## config.mk

```make
export PLATFORM = sky130hd
export DESIGN_NAME = vga_capture
export DESIGN_NICKNAME = d
export VERILOG_FILES = /design/src/rtl/vga_capture.sv
export SDC_FILE = /design/constraint.sdc
export NUM_CORES = 1
export LEC_CHECK = 0
export BUFFER_PORTS_ARGS = -buffer_cell sky130_fd_sc_hd__clkbuf_2
export CORE_ASPECT_RATIO = 0.8
export CORE_MARGIN = 2
export CORE_UTILIZATION = 35
export CTS_BUF_LIST = sky130_fd_sc_hd__clkbuf_8
export DETAILED_ROUTE_END_ITERATION = 10
export PLACE_DENSITY = 0.62
export SLEW_MARGIN = 20
export SYNTH_ARGS = -nofsm -noshare
export SYNTH_HDL_FRONTEND = slang
export SYNTH_SLANG_ARGS = --single-unit
```

## constraint.sdc

```tcl
create_clock -name dclk -period 3.1 [get_ports dclk]
set_input_delay 0.62 -clock dclk [delete_from_list [all_inputs] [get_ports dclk]]
set_output_delay 0.62 -clock dclk [all_outputs]
set_load 0.02 [all_outputs]
```

## src/rtl/vga_capture.sv

```systemverilog
// VGA receive end: recovers (x, y) of each active pixel from hsync/vsync and thresholds RGB to one bit.
// Define VGA_CAPTURE_SYNC_CHECK_EN to build the sticky sync_err flag and the sync pulse width checkers.
module vga_capture #(
  parameter int WIDTH  = 640,
  parameter int DEPTH  = 480,
  parameter int HPULSE = 96,
  parameter int HBP    = 48,
  parameter int VPULSE = 2,
  parameter int VBP    = 33,
  parameter int THRESH = 11
) (
  input  logic       dclk,
  input  logic       clr,
  input  logic       hsync,
  input  logic       vsync,
  input  logic [2:0] red,
  input  logic [2:0] green,
  input  logic [2:0] blue,
  output logic       pix_valid,
  output logic [9:0] pix_x,
  output logic [9:0] pix_y,
  output logic       pix_bit,
  output logic       frame_start,
  output logic       frame_done,
  output logic       locked,
  output logic       sync_err
);

  localparam logic [10:0] HSTART = 11'(HPULSE + HBP);
  localparam logic [10:0] HLAST  = 11'(HPULSE + HBP + WIDTH - 1);
  localparam logic [9:0]  VSTART = 10'(VPULSE + VBP);
  localparam logic [9:0]  VLAST  = 10'(VPULSE + VBP + DEPTH - 1);
  localparam logic [9:0]  XLAST  = 10'(WIDTH - 1);
  localparam logic [9:0]  YLAST  = 10'(DEPTH - 1);
  localparam logic [4:0]  THR    = 5'(THRESH);

  typedef enum logic [1:0] {ST_SEEK, ST_FRAME, ST_WAIT} state_t;

  state_t      state_q, state_d;
  logic        hs_q, vs_q, hs_d1_q, vs_d1_q;
  logic [8:0]  rgb_q, rgb_d1_q;
  logic [10:0] hcnt_q, hcnt_d;
  logic [9:0]  vcnt_q, vcnt_d;
  logic        pix_valid_q, pix_valid_d;
  logic [9:0]  pix_x_q, pix_x_d, pix_y_q, pix_y_d;
  logic        pix_bit_q, pix_bit_d;
  logic        frame_start_q, frame_start_d;
  logic        frame_done_q, frame_done_d;
  logic        locked_q, locked_d;

  logic        hs_fall, vs_fall, in_h, in_v, active, last_px;
  logic [9:0]  x, y;
  logic [4:0]  sum;

  // rgb_d1_q lines up with hcnt_q/vcnt_q, which lag the input register by one edge
  always_comb begin
    hs_fall = hs_d1_q & ~hs_q;
    vs_fall = vs_d1_q & ~vs_q;
    hcnt_d  = hs_fall ? 11'd0 : ((hcnt_q == 11'h7FF) ? hcnt_q : hcnt_q + 11'd1);
    vcnt_d  = vcnt_q;
    if (vs_fall)
      vcnt_d = 10'd0;
    else if (hs_fall && vcnt_q != 10'h3FF)
      vcnt_d = vcnt_q + 10'd1;
    in_h    = (hcnt_q >= HSTART) && (hcnt_q <= HLAST);
    in_v    = (vcnt_q >= VSTART) && (vcnt_q <= VLAST);
    active  = (state_q == ST_FRAME) && in_h && in_v;
    x       = hcnt_q[9:0] - HSTART[9:0];
    y       = vcnt_q - VSTART;
    sum     = 5'(rgb_d1_q[8:6]) + 5'(rgb_d1_q[5:3]) + 5'(rgb_d1_q[2:0]);
    last_px = active && (x == XLAST) && (y == YLAST);
  end

  always_comb begin
    state_d = state_q;
    case (state_q)
      ST_SEEK:  if (vs_fall) state_d = ST_FRAME;
      ST_FRAME: begin
        if (vs_fall)
          state_d = ST_FRAME;
        else if (last_px)
          state_d = ST_WAIT;
      end
      ST_WAIT:  if (vs_fall) state_d = ST_FRAME;
      default:  state_d = ST_SEEK;
    endcase
  end

  always_comb begin
    pix_valid_d   = active;
    pix_x_d       = active ? x : 10'd0;
    pix_y_d       = active ? y : 10'd0;
    pix_bit_d     = active && (sum >= THR);
    frame_start_d = active && (x == 10'd0) && (y == 10'd0);
    frame_done_d  = last_px;
    locked_d      = (state_q != ST_SEEK);
  end

  always_ff @(posedge dclk) begin
    if (!clr) begin
      hs_q          <= 1'b1;
      vs_q          <= 1'b1;
      hs_d1_q       <= 1'b1;
      vs_d1_q       <= 1'b1;
      rgb_q         <= 9'd0;
      rgb_d1_q      <= 9'd0;
      hcnt_q        <= 11'd0;
      vcnt_q        <= 10'd0;
      state_q       <= ST_SEEK;
      pix_valid_q   <= 1'b0;
      pix_x_q       <= 10'd0;
      pix_y_q       <= 10'd0;
      pix_bit_q     <= 1'b0;
      frame_start_q <= 1'b0;
      frame_done_q  <= 1'b0;
      locked_q      <= 1'b0;
    end else begin
      hs_q          <= hsync;
      vs_q          <= vsync;
      hs_d1_q       <= hs_q;
      vs_d1_q       <= vs_q;
      rgb_q         <= {red, green, blue};
      rgb_d1_q      <= rgb_q;
      hcnt_q        <= hcnt_d;
      vcnt_q        <= vcnt_d;
      state_q       <= state_d;
      pix_valid_q   <= pix_valid_d;
      pix_x_q       <= pix_x_d;
      pix_y_q       <= pix_y_d;
      pix_bit_q     <= pix_bit_d;
      frame_start_q <= frame_start_d;
      frame_done_q  <= frame_done_d;
      locked_q      <= locked_d;
    end
  end

  assign pix_valid   = pix_valid_q;
  assign pix_x       = pix_x_q;
  assign pix_y       = pix_y_q;
  assign pix_bit     = pix_bit_q;
  assign frame_start = frame_start_q;
  assign frame_done  = frame_done_q;
  assign locked      = locked_q;

`ifdef VGA_CAPTURE_SYNC_CHECK_EN
  logic [10:0] hlow_q, hlow_d;
  logic [9:0]  vlow_q, vlow_d;
  logic        sync_err_q, sync_err_d;
  logic        hs_rise, vs_rise, early, trunc, hbad, vbad;

  // vsync width is counted in lines: the falling line counts as the first
  always_comb begin
    hs_rise = hs_q & ~hs_d1_q;
    vs_rise = vs_q & ~vs_d1_q;
    hlow_d  = hs_q ? 11'd0 : ((hlow_q == 11'h7FF) ? hlow_q : hlow_q + 11'd1);
    vlow_d  = vlow_q;
    if (vs_fall)
      vlow_d = 10'd1;
    else if (!vs_q && hs_fall && vlow_q != 10'h3FF)
      vlow_d = vlow_q + 10'd1;
    early      = vs_fall && (state_q == ST_FRAME);
    trunc      = hs_fall && (state_q == ST_FRAME) && in_v && (hcnt_q < HLAST);
    hbad       = hs_rise && (state_q != ST_SEEK) && (hlow_q != 11'(HPULSE));
    vbad       = vs_rise && (state_q != ST_SEEK) && (vlow_q != 10'(VPULSE));
    sync_err_d = sync_err_q | early | trunc | hbad | vbad;
  end

  always_ff @(posedge dclk) begin
    if (!clr) begin
      hlow_q     <= 11'd0;
      vlow_q     <= 10'd0;
      sync_err_q <= 1'b0;
    end else begin
      hlow_q     <= hlow_d;
      vlow_q     <= vlow_d;
      sync_err_q <= sync_err_d;
    end
  end

  assign sync_err = sync_err_q;
`else
  assign sync_err = 1'b0;
`endif

endmodule
```

Word-level counts from Yosys, hierarchy flattened
Index checks and enable logic that the tools add are counted.
- register bits: 70
- bits in latches: 0
- memory bits (writable): 0
- ROM bits: 0
- input bits: 13
- output and inout bits: 26
- word-level logic and storage cells: 63
- memories: 0
- $add $sub $neg: 6
- multipliers: 0
- div/mod/pow operators: 0
- $lt $le $gt $ge: 5
- equality and inequality tests: 8
- shift operators: 0
- multiplexer cells: 4
- bitwise gates (word level): 5
- reduce and logical (&&, ||, !) cells: 19
- operators by type and width (kind ; count):
    10-bit zero test ; 2
    11-bit by 1-bit adder with 11-bit output (second input constant) ; 1
    11-bit == test (second input constant) ; 1
    11-bit by 8-bit >= comparator with 1-bit output (second input constant) ; 1
    11-bit by 10-bit less-or-equal comparator with 1-bit output (second input constant) ; 1
    10-bit by 1-bit adder with 10-bit output (second input constant) ; 1
    10-bit == test (second input constant) ; 1
    10-bit by 9-bit == test with 1-bit output (second input constant) ; 1
    10-bit by 6-bit >= comparator with 1-bit output (second input constant) ; 1
    10-bit less-or-equal comparator (second input constant) ; 1
    1-bit logical AND ; 10
    10-bit != test (second input constant) ; 1
    10-bit by 6-bit subtractor with 10-bit output (second input constant) ; 1
    10-bit by 8-bit subtractor with 10-bit output (second input constant) ; 1
    2-bit 2-to-1 mux ; 3
    2-bit OR reduction ; 3
    4-bit by 3-bit adder with 5-bit output ; 1
    5-bit by 4-bit >= comparator with 1-bit output (second input constant) ; 1
    3-bit by 3-bit adder with 4-bit output ; 1
    2-bit one-hot mux with 2 select lines ; 1
    2-bit AND reduction ; 2
    3-bit != test (second input constant) ; 1
    1-bit inverter ; 3
    1-bit bitwise AND ; 2
    5 further kinds ; 5

Logic depth before layout (Yosys ltp)
- depth after elaboration: 9
- gate-level depth with buffers: 9
- depth with buffers taken out: 8

Worst setup path before layout
Ideal clock, no wire load.
- path type: reg2reg
- start point: reg vcnt_q[0]
- end point: reg pix_y_q[6], in the netlist pix_y[6]
- library setup time: 121 ps
- arrival time: 2022 ps
- required time: 2979 ps
- path slack: 957 ps
- cell stages (with the launch flop): 10
- path buffers: 2
- period minus slack after synthesis: 2143 ps
- cell sequence: dfxtp_1 > ha_1 > clkbuf_1 > or4_4 > and2_1 > nor3_1 > nor3_2 > nand2_1 > buf_2 > nor2_1
- longest elaborated chain between the ends: 4
- elaborated cells on any way between the ends: 6
- classes of those cells: add/sub: 1; order compare: 2; reduce/logical: 3
- ends and longest elaborated chain (item ; line ; RTL):
    start, declared ; 43 ; logic [9:0] vcnt_q, vcnt_d;
    start signal, assigned ; 125 ; vcnt_q <= vcnt_d;
    10-bit by 6-bit >= comparator with 1-bit output or 10-bit less-or-equal comparator (tied branches) ; 66 ; in_v = (vcnt_q >= VSTART) && (vcnt_q <= VLAST);
    1-bit logical AND ; 66 ;
    1-bit logical AND ; 67 ; active = (state_q == ST_FRAME) && in_h && in_v;
    2-bit AND reduction (no source line) ; n/a ;
    end signal, assigned ; 129 ; pix_y_q <= pix_y_d;
    end, declared ; 45 ; logic [9:0] pix_x_q, pix_x_d, pix_y_q, pix_y_d;
Several ways; a longest one is shown, not always the timed one.
A chain may end at the register's enable or synchronous reset.

Final worst setup path
- start point: reg vcnt_q[0]
- end point: reg pix_y_q[3], in the netlist pix_y[3]
The elaborated chain is that of the path after synthesis.

==> run metrics <==
global-route wire length before repair 9340 µm; Remaining Overflow, GRT 0; number of violations of the max-capacitance limit 0; total met3 wirelength after detailed routing 269 µm; H-tree levels 3; cells along the critical path ha_1 > or4_4 > and2_1 > nor3_1 > nor3_2 > nand2_1 > buf_4 > nor2_1; CP peak stage delay 0.47 ns; vertical die dimension 87.4 µm; power per cell area 496 nW/µm²; proportion of power drawn by flip-flops and latches 54.2%; maximum fanout encountered on the critical timing path 21; Buf/Inv on CP 1; TritonCTS clock tree yes; Critical-path top delay cell sky130_fd_sc_hd__or4_4; count of pins on the block boundary 39; number of distinct library cells after synthesis 48; leading cell types in the layout, fill and taps excluded sky130_fd_sc_hd__dfxtp_1, sky130_fd_sc_hd__nor2_1, sky130_fd_sc_hd__clkbuf_2, sky130_fd_sc_hd__and2_1, sky130_fd_sc_hd__xnor2_1; share of total power in the clock network 41.9%; Area growth syn-to-layout 13.6%; top layer in use met4; Primary FF master, synth sky130_fd_sc_hd__dfxtp_1; HPWL after detailed placement 4050 µm; Total Wirelength 5620 µm; final standard cell utilization of the core 40.8%; critical register-to-register path startpoint vcnt_q[0]$_SDFFE_PP0P_; relative contribution of combinational cells to total power 3.9%; standby leakage power 1.48 nW; routed wl met2 2220 µm; # placed instances 454; Post-synth EDFFs 0; Final Non-Filler Cells 470; antenna violations before repair 0; detailed-router iteration count before antenna repair 4; Mapped Cells 328; Root Buffer sky130_fd_sc_hd__clkbuf_8; total negative setup slack 0 ns; synthesized cell area 3040 µm²; final worst path period need 2.35 ns; post-CTS resize count 0; critical path data required time 3.34 ns; number of buffers added to fix hold violations after cts 0; Hold/Removal Path Class reg -> reg; Crit path max-delay family simple AND/OR/NAND/NOR gates; area of the core region 8480 µm²; IO Port Bufs 37; post-placement cell area 3260 µm²; Arr. time, crit path 2.59 ns; part of the cycle the worst path needs 75.8%; Total Die Area 9460 µm²; post-layout instance area 3460 µm²; critical path class reg -> reg; Vias per Instance 4.63; final worst clock skew 0.00904 ns; highest ir drop seen on vdd 239 µV; share of synthesized registers carrying an async set or reset 0%; Worst setup SP type flip-flop; ANT cells 0; width of the chip 108 µm; Net Switching 0.448 mW; first-iteration detailed-routing DRC count 97; Endpoint, Worst Hold vs_d1_q$_SDFF_PN1_; share of final-layout standard cells stronger than drive strength 1 17.0%; gr usage total 13.0%; number of buffers added for setup after CTS 0; nets@finish 381; number of buffers added by the clock tree synthesis step 9; number of clock sinks 70; setup slack, reg-to-reg 0.75 ns; outcome completed; part of the Yosys area used for sequential elements 46.0%; number of flip-flops and latches in the synthesized netlist 70; worst flop-to-flop path endpoint pix_y[3]$_SDFF_PN0_; DRC errors left 0; Vias 2178; initial core utilization 35.9%; number of endpoints with negative hold slack in the final report 0; peak clock frequency supported by timing 425 MHz; clock latency on the worst-skew pair 0.36 ns; logic depth of the worst register-to-register path 8; number of fillers in the final layout 868; unrepaired setup endpoints after global routing no; design internal power 1.27 mW; maximum root-to-sink buffer count 2; most common cell after layout, fill and taps aside sky130_fd_sc_hd__dfxtp_1; number of warnings printed during yosys synthesis 0; placement row count 30; per-instance average area after synthesis 9.28 µm²; Met1 Routed Length 3050 µm; Setup WS post-layout 0.749 ns; placer congestion estimate 0.874; number of nets still failing antenna checks after routing 0; worst setup slack after placement 0.772 ns; CTS clock-pin slew for the worst setup and hold paths 0.09 ns; max-slew violation count 0; switching part of the total 26.2%; largest net degree at the start of global routing 31; via count of the first global-routing pass 1882; instance count along the most critical hold path 1; final routed wire length divided by cell count 11.9 µm; startpoint of the lowest-slack hold path vs_q$_SDFF_PN1_; sort of element at the end of the critical path flip-flop; Syn Nets 356; final number of setup-violating endpoints 0
sequential cells by signal (all words and copies together) (netlist names), 2 cells and up:
signal	flops
rgb_q	9
pix_x	10
vcnt_q	10
rgb_d1_q	9
hcnt_q	11
state_q	2
pix_y	10
routing by layer:
| metal | vias to the layer above | GRT usage [%] |
|---|---|---|
| met2 | 43 | 17.4 |
| met3 | 6 | 5.01 |
| met1 | 984 | 18.5 |
| met4 | 0 | 5.24 |
| met5 | - | 0 |
| li1 | 1145 | - |
cell families (layout without fill, tap and decap cells):
| group | Yosys count | count (layout) | synth area share [%] |
|---|---|---|---|
| adder cells (fa/ha/maj) | 15 | 15 | 7.15 |
| flip-flops | 70 | 70 | 46.0 |
| AO/OA/AOI/OAI | 36 | 36 | 8.34 |
| other | 1 | 1 | 0.123 |
| AND/OR/NAND/NOR | 141 | 141 | 24.7 |
| buffers and inverters | 36 | 66 | 5.26 |
| XOR/XNOR | 29 | 29 | 8.34 |
cell usage after synthesis, types with 3 or more instances:
cell | n | area, µm²
sky130_fd_sc_hd__dfxtp_1 | 70 | 1400
sky130_fd_sc_hd__nor2_1 | 44 | 165
sky130_fd_sc_hd__and2_1 | 19 | 119
sky130_fd_sc_hd__xnor2_1 | 18 | 158
sky130_fd_sc_hd__clkbuf_1 | 16 | 60.1
sky130_fd_sc_hd__nand2_1 | 16 | 60.1
sky130_fd_sc_hd__a21oi_1 | 14 | 70.1
sky130_fd_sc_hd__nor3_1 | 14 | 70.1
sky130_fd_sc_hd__inv_1 | 12 | 45.0
sky130_fd_sc_hd__ha_1 | 11 | 138
sky130_fd_sc_hd__xor2_1 | 11 | 96.3
sky130_fd_sc_hd__nand2b_1 | 8 | 50.1
sky130_fd_sc_hd__and3_1 | 6 | 37.5
sky130_fd_sc_hd__nand3_1 | 6 | 30.0
sky130_fd_sc_hd__nand4_1 | 6 | 37.5
sky130_fd_sc_hd__and4_1 | 5 | 43.8
sky130_fd_sc_hd__buf_2 | 5 | 25.0
sky130_fd_sc_hd__fa_1 | 4 | 80.1
sky130_fd_sc_hd__a211oi_1 | 3 | 22.5
sky130_fd_sc_hd__o21ai_0 | 3 | 15.0
sky130_fd_sc_hd__or3_1 | 3 | 18.8
power by group through the flow:
stage          Sequential [mW]  Clock [mW]  Combinational [mW]
2_1_floorplan            0.948           0              0.0506
3_3_place_gp             0.950           0              0.0659
3_5_place_dp             0.951           0              0.0672
4_1_cts                  0.929       0.744              0.0673
5_1_grt                  0.932       0.784              0.0766
6_report                 0.929       0.719              0.0664
metrics by stage:
stage / hold WS [ns] / power (mW)
floorplan: 0.401 / 0.999
global placement: 0.413 / 1.02
detailed placement: 0.417 / 1.02
CTS: 0.434 / 1.74
global route: 0.428 / 1.79
finish: 0.437 / 1.71
how the worst max path moves through the flow:
stage | from | depth (start not counted) | end
finish | vcnt_q[0]$_SDFFE_PP0P_ | 8 | pix_y[3]$_SDFF_PN0_
global route | vcnt_q[0]$_SDFFE_PP0P_ | 8 | pix_y[8]$_SDFF_PN0_
CTS | vcnt_q[0]$_SDFFE_PP0P_ | 8 | pix_x[6]$_SDFF_PN0_
detailed placement | vcnt_q[0]$_SDFFE_PP0P_ | 8 | pix_x[6]$_SDFF_PN0_
global placement | vcnt_q[0]$_SDFFE_PP0P_ | 8 | pix_y[5]$_SDFF_PN0_
floorplan | vcnt_q[0]$_SDFFE_PP0P_ | 9 | pix_y[6]$_SDFF_PN0_
cell type report:
type	instances	area (µm²)	share of cell area [%]
Inverter	12	45.0	1.30
Clock buffer	9	124	3.58
Clock inverter	7	73.8	2.13
Sequential cell	70	1400	40.5
Timing Repair Buffer	38	193	5.57
Multi-Input combinational cell	222	1480	42.9
Tap cell	112	140	4.05
worst register-to-register path, cell delays in order (launching register included):
cell                      delay (ns)
sky130_fd_sc_hd__dfxtp_1        0.40
sky130_fd_sc_hd__ha_1           0.34
sky130_fd_sc_hd__or4_4          0.47
sky130_fd_sc_hd__and2_1         0.21
sky130_fd_sc_hd__nor3_1         0.26
sky130_fd_sc_hd__nor3_2         0.11
sky130_fd_sc_hd__nand2_1        0.08
sky130_fd_sc_hd__buf_4          0.27
sky130_fd_sc_hd__nor2_1         0.10
(Power assumes the default switching activity.)
